## config.mk

```make
export PLATFORM = sky130hd
export DESIGN_NAME = ins_loader
export DESIGN_NICKNAME = d
export VERILOG_FILES = /design/src/rtl/ins_loader.sv
export SDC_FILE = /design/constraint.sdc
export NUM_CORES = 1
export LEC_CHECK = 0
export CELL_PAD_IN_SITES_DETAIL_PLACEMENT = 2
export CELL_PAD_IN_SITES_GLOBAL_PLACEMENT = 2
export CORE_AREA = 2 2 120 122
export CTS_CLUSTER_SIZE = 14
export DETAILED_ROUTE_END_ITERATION = 6
export DIE_AREA = 0 0 122 124
export GPL_ROUTABILITY_DRIVEN = 0
export GPL_TIMING_DRIVEN = 0
export PLACE_DENSITY = 0.79
export SLEW_MARGIN = 15
export SYNTH_ARGS = -nofsm -noshare
export SYNTH_HDL_FRONTEND = slang
export SYNTH_SLANG_ARGS = --single-unit
export TNS_END_PERCENT = 100
```

## constraint.sdc

```tcl
create_clock -name CLK -period 5.7 [get_ports CLK]
set_input_delay 1.14 -clock CLK [delete_from_list [all_inputs] [get_ports CLK]]
set_output_delay 1.14 -clock CLK [all_outputs]
set_load 0.1 [all_outputs]
```

## src/rtl/ins_loader.sv

```systemverilog
// ins_loader: streams a length-prefixed big-endian program into instruction memory while holding the CPU in reset.
module ins_loader #(
  parameter int ADDR_W = 8
) (
  input  logic              CLK,
  input  logic              RST,
  input  logic              Start,
  input  logic [7:0]        RxData,
  input  logic              RxValid,
  output logic [31:0]       W_Ins,
  output logic              WE,
  output logic [ADDR_W-1:0] WAddr,
  output logic              CpuRST,
  output logic              Done,
  output logic              Err
);
  typedef enum logic [2:0] {IDLE, LEN_HI, LEN_LO, DATA, DONE, ERR} state_t;
  localparam logic [32:0] CAP = 33'(1) << ADDR_W;
  state_t          state;
  logic [15:0]     len;
  logic [23:0]     shf;
  logic [1:0]      bcnt;
  logic [ADDR_W:0] wcnt;
  logic [15:0]     n;
  assign n = {len[15:8], RxData};
  always_ff @(posedge CLK) begin
    if (RST) begin
      state  <= IDLE;
      W_Ins  <= '0;
      WE     <= 1'b0;
      WAddr  <= '0;
      CpuRST <= 1'b1;
      Done   <= 1'b0;
      Err    <= 1'b0;
      len    <= '0;
      shf    <= '0;
      bcnt   <= '0;
      wcnt   <= '0;
    end else if (Start) begin
      state  <= LEN_HI;
      WE     <= 1'b0;
      WAddr  <= '0;
      CpuRST <= 1'b1;
      Done   <= 1'b0;
      Err    <= 1'b0;
      len    <= '0;
      bcnt   <= '0;
      wcnt   <= '0;
    end else begin
      WE <= 1'b0;
      case (state)
        LEN_HI: if (RxValid) begin
          len[15:8] <= RxData;
          state     <= LEN_LO;
        end
        LEN_LO: if (RxValid) begin
          len[7:0] <= RxData;
          if (n == 16'd0) begin
            state  <= DONE;
            Done   <= 1'b1;
            CpuRST <= 1'b0;
          end else if (33'(n) > CAP) begin
            state <= ERR;
            Err   <= 1'b1;
          end else begin
            state <= DATA;
          end
        end
        DATA: begin
          // the last word's WE cycle doubles as the hand-off to DONE; a byte arriving then is dropped
          if (WE && 32'(wcnt) == 32'(len)) begin
            state  <= DONE;
            Done   <= 1'b1;
            CpuRST <= 1'b0;
          end else if (RxValid) begin
            if (bcnt == 2'd3) begin
              W_Ins <= {shf, RxData};
              WAddr <= wcnt[ADDR_W-1:0];
              WE    <= 1'b1;
              wcnt  <= wcnt + 1'b1;
            end else begin
              shf <= {shf[15:0], RxData};
            end
            bcnt <= bcnt + 2'd1;
          end
        end
        default: ;
      endcase
    end
  end
endmodule

```

* Yosys cells after proc, flatten, opt, wreduce, memory -nomap -nowiden
Cells that the tools add are included.
Operators by class: add/sub/neg operators 2, $lt $le $gt $ge 1, equality and inequality tests 12, multiplexer cells 16, bitwise operators 6, reductions and logical operators 17
Operator list (count):
- AND reduction 4 bit | 5
- == test 9 x 16 -> 1 bit | 1
- > comparator 16 x 9 -> 1 bit (second input constant) | 1
- logical NOT 16 bit | 1
- 2-to-1 mux 3 bit | 5
- AND reduction 5 bit | 2
- adder 9 x 1 -> 9 bit (second input constant) | 1
- != test 3 bit (second input constant) | 3
- case mux 3 bit (3 select lines) | 1
- 2-to-1 mux 1 bit | 8
- != test 2 bit (second input constant) | 4
- == test 3 x 2 -> 1 bit (second input constant) | 2
- inverter 1 bit | 6
- OR reduction 5 bit | 1
- case mux 1 bit (2 select lines) | 2
- AND reduction 2 bit | 2
- nonzero test 4 bit | 1
- == test 3 x 1 -> 1 bit (second input constant) | 1
- AND reduction 3 bit | 1
- nonzero test 3 bit | 1
- adder 2 x 1 -> 2 bit (second input constant) | 1
- == test 2 bit (second input constant) | 1
- nonzero test 2 bit | 1
- OR reduction 2 bit | 1
- logical AND 1 bit | 1
Storage, ports and cells: flip-flop bits (word level) 98, bits of input ports 12, output and inout bits 44, logic and storage cells 67

* Longest topological paths before layout
Gate-level depths: netlist (run 1).
word-level depth 6, mapped depth 8

* Worst setup path before layout (run 1)
No wires, ideal clock.
path type input port to flip-flop, start input RxValid, end register wcnt[8], data arrival time 2328 ps, required time 5629 ps, path slack 3302 ps, stages on the path 6, buffers on the path 2, path through and3_1 buf_2 nand3_1 clkbuf_1 or4_1 a21oi_1
On the way: cells in the longest elaborated chain, start to end 1
Ends and longest elaborated chain:
- start, declared | line 9 | input logic RxValid,
- AND reduction 4 bit (no source line)
- end signal, assigned | line 80 | wcnt <= wcnt + 1'b1;
- end, declared | line 23 | logic [ADDR_W:0] wcnt;
No other way between the ends. A chain may end at the register's enable or synchronous reset.

* Worst setup path after layout (run 1)
start input RxValid, end register W_Ins[12]
On the way: cells in the longest elaborated chain, start to end 1
Ends and longest elaborated chain:
- AND reduction 5 bit (no source line)
- end signal, assigned | line 77 | W_Ins <= {shf, RxData};
- end, declared | line 10 | output logic [31:0] W_Ins,
No other way between the ends.

==> impl.org, run 1 <==
** Setup path
- Counting buffers and inverters, the worst setup path is 8 cells deep.
- Worst path arrival time :: approximately 3.4 ns
- Startpoint type of the worst setup path :: input port
- STA classifies the critical path endpoint as a register.
- Worst Path Required :: 5.97 ns
- End of the worst register-to-register path :: W_Ins[4]
- Top Family by Delay on Critical Path :: buffers and inverters
- The cell that appears most often on the critical path is sky130_fd_sc_hd__and3_1.
- Critical-path maximum fanout :: 10
- Worst stage delay on the critical path :: roughly 0.54 ns
- Launching point of the worst reg2reg path :: wcnt[5]
- The critical path is of the input port to register type.
- Total buffers and inverters traversed by the critical path :: 4
- Critical-path cell with the highest stage delay :: sky130_fd_sc_hd__clkdlybuf4s50_1
- Counting cells, the worst reg-to-reg path comes to 7.
- Reg-to-reg setup timing slack :: 3.29 ns
- Crit path cell chain :: clkdlybuf4s50_1 > and3_1 > buf_2 > and3_1 > clkbuf_1 > buf_1 > nand3_1 > a21oi_1

** Routing
- Number of routed nets with antenna violations :: 0
- Post-route DRC :: 0
- Mean number of vias per cell :: ~5.4
- Total wire length :: 14.4 mm
- Average wire per standard cell :: about 20 µm
- DR vias :: between 3000 and 4000
- In this run, the number of DRC markers left after iteration 0 of detailed routing was between 200 and 250.
- Length of the first detailed-routing pass in iterations :: 4

** Synth
- Of all flip-flops after synthesis, the portion carrying an async set or reset was 0%.
- In this run the biggest area consumer among cell types represents approximately half of the synthesized area.
- The largest total area in the synthesized netlist belongs to sky130_fd_sc_hd__dfxtp_1.
- In the post-synthesis netlist, the cell with the most instances is sky130_fd_sc_hd__dfxtp_1.
- Sequential fraction of the synthesis area :: about half
- Leading cell types by total area after synthesis :: sky130_fd_sc_hd__dfxtp_1 49%, sky130_fd_sc_hd__a21oi_1 10%, sky130_fd_sc_hd__nand3_1 8.8%, sky130_fd_sc_hd__o21ai_0 8.4%, sky130_fd_sc_hd__clkbuf_1 3.1%
- Number of distinct standard cells referenced by the synthesized netlist :: 41
- Among all flip-flop cells after synthesis, the most frequent one is sky130_fd_sc_hd__dfxtp_1.
- Instance count of the mapped netlist :: between 400 and 500
- The synthesized design contains about 100 register bits.
- Count of flip-flops with a built-in enable after synthesis :: 0
- Mapped Nets :: 500
- In this run the cell area of the synthesized design comes to between 0.004 and 0.005 mm².
- Dividing the synthesized area by the synthesized cell count gives 8.31 µm².
- In the synthesized netlist, the cells that appear most often are 98 x sky130_fd_sc_hd__dfxtp_1, 84 x sky130_fd_sc_hd__a21oi_1, 71 x sky130_fd_sc_hd__nand3_1.
- Warning count from the yosys run :: 0

** GRT
- The via count of the first global-routing pass is 4252.
- Gr ovfl total :: 0
- The initial antenna violation count was 0.
- The first global-routing pass estimated 23.2 mm of wire.
- All-layer global routing usage :: 20.0%
- Pin count of the biggest net entering global routing :: 17

** Min path
- The worst hold path was traced through 2 stages.
- In this run the worst hold path is classified as register to register.
- Worst Hold End :: Err
- The startpoint identified for the worst hold timing path is Err.

** Clocking
- Skew-Pair Late Insertion Delay :: around 0.35 ns
- Max H-tree Level :: 3
- TritonCTS clock tree :: yes
- The number of hold buffers added after CTS was 0.
- Clock slew at the register clock pins of the worst setup and hold paths :: 0.07 ns
- Number of instances resized during post-cts repair :: 0
- In this run the clock root is driven by a sky130_fd_sc_hd__clkbuf_16.
- Post-CTS Setup Bufs :: 0
- In this run, CTS created clock tree buffers numbering 9.
- The clock passes through at most 2 buffers.
- Clock tree synthesis found a total of between 90 and 100 sinks.

** Placement
- Placed wire-length estimate :: roughly 10 mm
- The placed instances occupy a cell area of 0.00481 mm².
- Number of buffer cells added on primary ports :: 54

** STA
- Least-Margin Pin Slew :: roughly 1 ns
- Worst slew margin relative to its limit :: 34.2%
- Share of the clock period used by the worst path :: around 54%
- Setup Viol. Count Final :: 0
- Number of slew-limit violations in the final report :: 0
- Counting I/O delays and the setup requirement, the final critical path takes approximately 3.1 ns.
- Hold violation total from the final report :: 0
- Sum of negative setup slack :: 0 ns
- Fmax :: 323 MHz
- Across the routed clock network, the largest skew measured is roughly 0.01 ns.
- Setup repair after global routing left no endpoint under its margin.

** Layout
- Number of nets at the end of the flow :: between 500 and 600
- Final standard cell utilization of the core :: 37.0%
- Share of final-layout standard cells stronger than drive strength 1 :: 5.23%
- Relative to the synthesized area, the layout overhead comes to 25.5%.
- Non-Filler Cell Area, Final :: between 0.005 and 0.006 mm²
- 0 antenna diodes ended up in the layout.
- The filler cells instantiated in the layout total around 1600.

** Floorplan
- Pin placement for this block handled 56 I/O pins.
- Die span in x :: approximately 120 µm
- Vertical die dimension :: around 120 µm
- Die footprint :: ~0.015 mm²
- Total core area :: between 0.01 and 0.015 mm²
- Initial core utilization :: between 20% and 30%
- Site row count :: 43

** Pwr
- The analysis attributes to net switching a power of 313 µW.
- Summing internal, switching and leakage power gives about 1.3 mW.
- Net Sw Frac :: 23.9%
- Share of power burned in registers :: roughly 53%
- Fraction of power consumed by the clock network :: between 40% and 50%
- Leakage power of the design :: 1.59 nW
- Internal Pwr Total :: 996 µW
- For this design the ratio of total power to cell area is between 200 and 300 mW/mm².
- Worst-case vdd ir drop :: between 0.1 and 0.15 mV
- Fraction of power consumed by combinational cells :: approximately 3.7%

** Run status
- Result of the run :: completed

** Job
- Max-cap violation count :: 0
cell type report:
class	count	area (µm²)	share of cell area [%]
sequential	98	1960	38.7
multi-input combinational	337	1870	36.9
timing repair buffer	54	541	10.7
clock buffer	9	225	4.44
tap	180	225	4.44
buffer	49	200	3.95
clock inverter	6	41.3	0.814
inverter	2	7.51	0.148
per-stage QoR:
stage	worst slack [ns]	instances	hold WS, ns
4_1_cts	2.63	735	0.463
6_report	2.61	735	0.461
5_1_grt	2.42	735	0.490
3_3_place_gp	2.40	720	0.445
2_1_floorplan	3.30	486	0.436
3_5_place_dp	2.25	720	0.453
kinds of logic (layout without fill, tap and decap cells):
logic type	Yosys count	in the layout	synth area share (%)
simple gates	146	146	19.0
fa+ha+maj	2	2	0.619
xor+xnor	9	9	2.14
compound gates	172	172	22.5
buf+inv	51	120	5.14
mux	8	8	1.98
flops	98	98	48.6
worst min-delay path, cell delays in order (launching register included):
cell and delay (ns):
sky130_fd_sc_hd__dfxtp_1 0.31, sky130_fd_sc_hd__inv_1 0.05, sky130_fd_sc_hd__a21oi_1 0.05
worst max path at each step:
| stage | to | slack [ns] | start |
|---|---|---|---|
| after global placement | W_Ins[12] | 2.40 | RxValid |
| after detailed placement | W_Ins[12] | 2.25 | RxValid |
| after global routing | W_Ins[27] | 2.42 | RxValid |
| after CTS | WE | 2.63 | WE |
| final | W_Ins[12] | 2.61 | RxValid |
| after floorplan | wcnt[8] | 3.30 | RxValid |
power by group through the flow:
stage	sequential [mW]	combinational [mW]	clock [mW]
3_5_place_dp	0.703	0.0486	0
4_1_cts	0.687	0.0491	0.585
3_3_place_gp	0.703	0.0470	0
2_1_floorplan	0.703	0.0234	0
5_1_grt	0.687	0.0533	0.610
6_report	0.687	0.0489	0.573
registers in the layout (all words and copies together), names as in the netlist:
| signal | cells |
|---|---|
| CpuRST | 1 |
| Done | 1 |
| Err | 1 |
| WAddr | 8 |
| WE | 1 |
| W_Ins | 32 |
| bcnt | 2 |
| len | 16 |
| shf | 24 |
| state | 3 |
| wcnt | 9 |
metal layers:
metal  vias to the layer above  share of wire, %  track usage, %
met1                      1993                47            26.3
li1                       1877                 -               -
met5                         -                 0               0
met3                         9               3.0            2.38
met4                         0               1.1            5.60
met2                        61                49            34.7
layout by cell type (no fill, tap or decap), types with 7 or more instances in the layout:
cell type,count
sky130_fd_sc_hd__a21oi_1,84
sky130_fd_sc_hd__xnor2_1,8
sky130_fd_sc_hd__nand2_1,23
sky130_fd_sc_hd__dfxtp_1,98
sky130_fd_sc_hd__buf_2,7
sky130_fd_sc_hd__buf_1,8
sky130_fd_sc_hd__clkbuf_1,33
sky130_fd_sc_hd__o21ai_0,68
sky130_fd_sc_hd__nor2_1,13
sky130_fd_sc_hd__nand3_1,71
sky130_fd_sc_hd__clkdlybuf4s50_1,54
sky130_fd_sc_hd__clkbuf_16,9
sky130_fd_sc_hd__mux2i_1,8
Power figures use the tool's default switching activity.
==> run 2: changes to the inputs <==
==> constraint.sdc (replaced) <==
create_clock -name CLK -period 3 [get_ports CLK]
set_input_delay 0.6 -clock CLK [delete_from_list [all_inputs] [get_ports CLK]]
set_output_delay 0.6 -clock CLK [all_outputs]
set_load 0.1 [all_outputs]
==> results of run 2 <==
The final DEF is identical to that of run 1. Status: completed.
Among the figures that moved: setup slack after placement 2.25 ns -> 0.0945 ns; setup slack after layout 2.61 ns -> 0.446 ns; register-to-register setup slack 3.29 ns -> 0.59 ns; total power 1.31 mW -> 2.49 mW; worst IR drop on VDD 0.132 mV -> 0.251 mV
==> run 3: changes to the inputs <==
--- a/config.mk
+++ b/config.mk
@@ -5,6 +5,7 @@
 export SDC_FILE = /design/constraint.sdc
 export NUM_CORES = 1
 export LEC_CHECK = 0
+export CAP_MARGIN = 20
 export CELL_PAD_IN_SITES_DETAIL_PLACEMENT = 2
 export CELL_PAD_IN_SITES_GLOBAL_PLACEMENT = 2
 export CORE_AREA = 2 2 120 122
@@ -13,7 +14,7 @@
 export DIE_AREA = 0 0 122 124
 export GPL_ROUTABILITY_DRIVEN = 0
 export GPL_TIMING_DRIVEN = 0
-export PLACE_DENSITY = 0.79
+export PLACE_DENSITY_LB_ADDON = 0.25
 export SLEW_MARGIN = 15
 export SYNTH_ARGS = -nofsm -noshare
 export SYNTH_HDL_FRONTEND = slang
==> run 3 against run 2 <==
Effect of this change: power is 4.5% higher; maximum frequency up 0.97%; critical path depth is 7 lower; final area rose by 0.74%; die area is the same; register-to-register slack worse by 0.03 ns; clock power up 10%; cell count is 0.14% higher; core utilization is 0.27 points higher; sequential share of layout area shrank 0.28 points.
==> impl.org, run 3 (synthesis results as in run 1) <==
** Routing
- Length of the first detailed-routing pass in iterations :: 4 (unchanged)
- Sum of met2 wire segment lengths after detailed routing :: 6.41 mm (was 6.99 mm)
- Highest metal layer with signal wires :: met4 (unchanged)
- The total length of routed met3 wires came to 445 µm (was 429 µm).
- Post-route DRC :: 0 (unchanged)
- Met1 Wirelength :: 7.12 mm (was 6.82 mm)
- The total wire length is 14.3 mm (was 14.4 mm).
- Number of routed nets with antenna violations :: 0 (unchanged)
- The detailed-route via count is 3917 (was 3940).
- The final routed wire length divided by cell count came to 19.4 µm (was 19.6 µm).
- Mean number of vias per cell :: 5.32 (was 5.36)
- The first-iteration detailed-routing DRC count is 256 (was 223).

** GRT
- Initial antenna violation count :: 0 (unchanged)
- Gr ovfl total :: 0 (unchanged)
- Wire length of the first global-routing pass :: 23.2 mm (about the same)
- Pin count of the biggest net entering global routing :: 17 (unchanged)
- Number of global-route vias before repair :: 4242 (was 4252)
- The global routing usage summed across all routing layers was 20.0% (about the same).

** Pwr
- Power density over the cells :: 508 mW/mm² (was 490 mW/mm²)
- The combinational share of power was 3.6% (was 3.7%).
- The maximum resistive drop on vdd is 0.255 mV (was 0.251 mV).
- Internal Pwr Total :: 2.00 mW (was 1.89 mW)
- The part of the total power dissipated in the clock network came to 46.1% (was 43.7%).
- Leakage power of the design :: 1.59 nW (about the same)
- Net Sw Frac :: 22.9% (was 23.9%)
- The sequential fraction of design power was 50.3% (was 52.5%).
- The switching power summed over all nets was 594 µW (was 595 µW).

** Setup path
- Startpoint type of the worst setup path :: register (was input port)
- Reg-to-reg setup timing slack :: 0.56 ns (was 0.59 ns)
- The sort of element at the end of the critical path is an output port (was register).
- The slowest cell on the critical path is sky130_fd_sc_hd__clkdlybuf4s50_1 (unchanged).
- Launching point of the worst reg2reg path :: wcnt[5] (unchanged)
- End of the worst register-to-register path :: W_Ins[28] (was W_Ins[4])
- The required time of the critical path was 2.40 ns (was 3.27 ns).
- Type of the setup path with the least slack :: register to output port (was input port to register)
- The kind of cell adding the most delay to the critical path is buffers and inverters (unchanged).
- The largest fanout on the critical path was 3 (was 10).
- Worst stage delay on the critical path :: 1.16 ns (was 0.54 ns)
- Total buffers and inverters traversed by the critical path :: 1 (was 4)
- Crit path cell chain :: clkdlybuf4s50_1 (was clkdlybuf4s50_1 > and3_1 > buf_2 > and3_1 > clkbuf_1 > buf_1 > nand3_1 > a21oi_1)
- Path depth of the worst reg2reg path :: 7 (unchanged)
- Worst path arrival time :: 1.93 ns (was 2.83 ns)
- Launching instance or port of the critical path :: WE (was RxValid)

** Layout
- Leading cell types in the layout, fill and taps excluded: 98 x sky130_fd_sc_hd__dfxtp_1, 84 x sky130_fd_sc_hd__a21oi_1, 71 x sky130_fd_sc_hd__nand3_1 (unchanged).
- The filler-free cell count of the finished design was 736 (was 735).
- The number of nets in the layout came to 565 (unchanged).
- Number of diodes added for antenna fixing :: 0 (unchanged)
- Biggest registers after layout: W_Ins x32, shf x24, len x16 (unchanged).
- The largest register by flop count is W_Ins (unchanged).
- Leading cell type in the layout, fill and taps excluded :: sky130_fd_sc_hd__dfxtp_1 (unchanged)
- Share of final-layout standard cells stronger than drive strength 1 :: 5.22% (was 5.23%)
- Final standard cell utilization of the core :: 37.2% (was 37.0%)
- The count of fill cells added during filler insertion came to 1541 (was 1569).
- The flip-flop count of the largest register, all copies and words added was 32 (unchanged).
- Layout overhead on the synthesized area :: 26.5% (was 25.5%)

** STA
- The number of failing setup endpoints in the final timing report was 0 (unchanged).
- Share of the clock period used by the worst path :: 84.3% (was 85.1%)
- Hold violation total from the final report :: 0 (unchanged)
- The achievable frequency is 395 MHz (was 392 MHz).
- RSZ-0062 raised after global routing :: no (unchanged)
- Setup Skew :: 0.0117 ns (was 0.00987 ns)
- The slew of the pin with the lowest slew margin came to 0.979 ns (was 0.984 ns).
- Minimum period implied by the final worst setup slack :: 2.53 ns (was 2.55 ns)
- Number of slew-limit violations in the final report :: 0 (unchanged)
- The worst relative slew slack is 34.5% (was 34.2%).
- Sum of negative setup slack :: 0 ns (unchanged)

** Clocking
- The clock-pin slew of the registers on the worst-case setup and hold paths was 0.07 ns (about the same).
- The number of buffers inserted during clock tree synthesis was 9 (unchanged).
- TritonCTS clock tree :: yes (unchanged)
- Number of instances resized during post-cts repair :: 0 (unchanged)
- Max H-tree Level :: 3 (unchanged)
- The master cell of the clock root buffer is sky130_fd_sc_hd__clkbuf_16 (unchanged).
- The clock insertion delay at the later pin of the skew report came to 0.35 ns (about the same).
- The number of buffers inserted for hold repair after clock tree synthesis was 0 (unchanged).
- CTS sink count :: 98 (unchanged)
- Buffer depth of the longest clock path :: 2 (unchanged)
- The number of setup buffers added after CTS is 0 (unchanged).

** Floorplan
- The die outline area is 0.0151 mm² (unchanged).
- The initial core utilization came to 29.4% (unchanged).
- IO Count :: 56 (unchanged)
- The cell row count came to 43 (unchanged).
- Total core area :: 0.0137 mm² (unchanged)
- The die width was 122 µm (unchanged).
- Vertical die dimension :: 124 µm (unchanged)

** Placement
- Placed wire-length estimate :: 10.4 mm (about the same)
- The quantity of I/O buffers inserted on ports was 54 (unchanged).
- The number of placed cells counting well taps came to 720 (unchanged).

** Job
- The number of maximum-capacitance constraint violations is 0 (unchanged).

** Min path
- Origin of the worst min-delay path :: len[9] (was Err)
- Hold Crit Class :: register to register (unchanged)
- The worst-case hold path end point was len[9] (was Err).
- Number of stages on the worst hold path :: 2 (unchanged)

** Run status
- Result of the run :: completed (unchanged)
==> run 3: cell count changes in the layout (fill, tap and decap cells not counted), sizes merged <==
cell,before,now
clkinv,4,0
clkinvlp,0,3
clkbuf,42,44
bufinv,0,1
inv,4,3
==> run 3: final cells by class <==
type / count / area [µm²] / share of cell area, %
Buffer: 49 / 200 / 3.92
Clock buffer: 11 / 243 / 4.75
Clock inverter: 5 / 61.3 / 1.20
Inverter: 2 / 7.51 / 0.147
Multi-Input combinational cell: 337 / 1870 / 36.6
Sequential cell: 98 / 1960 / 38.4
Tap cell: 180 / 225 / 4.41
Timing Repair Buffer: 54 / 541 / 10.6
==> run 3: power groups by stage <==
| stage | combinational, mW | clock, mW | sequential (mW) |
|---|---|---|---|
| 2_1_floorplan | 0.0444 | 0 | 1.34 |
| 3_3_place_gp | 0.0903 | 0 | 1.34 |
| 3_5_place_dp | 0.0934 | 0 | 1.34 |
| 4_1_cts | 0.0945 | 1.22 | 1.31 |
| 5_1_grt | 0.102 | 1.28 | 1.31 |
| 6_report | 0.0933 | 1.20 | 1.31 |
==> run 3: per-layer routing <==
metal | track usage [%] | vias to the layer above
met2 | 32.0 | 76
met4 | 7.26 | 0
met3 | 2.38 | 19
met5 | 0 | -
li1 | - | 1872
met1 | 27.9 | 1950
==> run 3: through the flow <==
stage               hold WS, ns  setup slack (ns)  cell area (µm²)  total power, mW
floorplan                 0.436             0.693             4040             1.38
finish                    0.459             0.470             5110             2.60
global placement          0.445             0.236             4810             1.43
CTS                       0.462             0.441             5110             2.62
global route              0.484             0.270             5110             2.69
detailed placement        0.452             0.227             4810             1.43
==> run 3: worst max-delay path by stage <==
stage               cells after the start         to  slack (ns)
CTS                                     1         WE        0.44
global placement                        8  W_Ins[14]        0.24
global route                            7  W_Ins[15]        0.27
finish                                  1         WE        0.47
detailed placement                      8  W_Ins[14]        0.23
floorplan                               5   state[1]        0.69
==> run 3: tightest hold or removal path, delay by kind of cell (launching register included) <==
family          cells  cell delay [ns]
compound gates      1             0.05
flops               1             0.31
simple gates        1             0.05
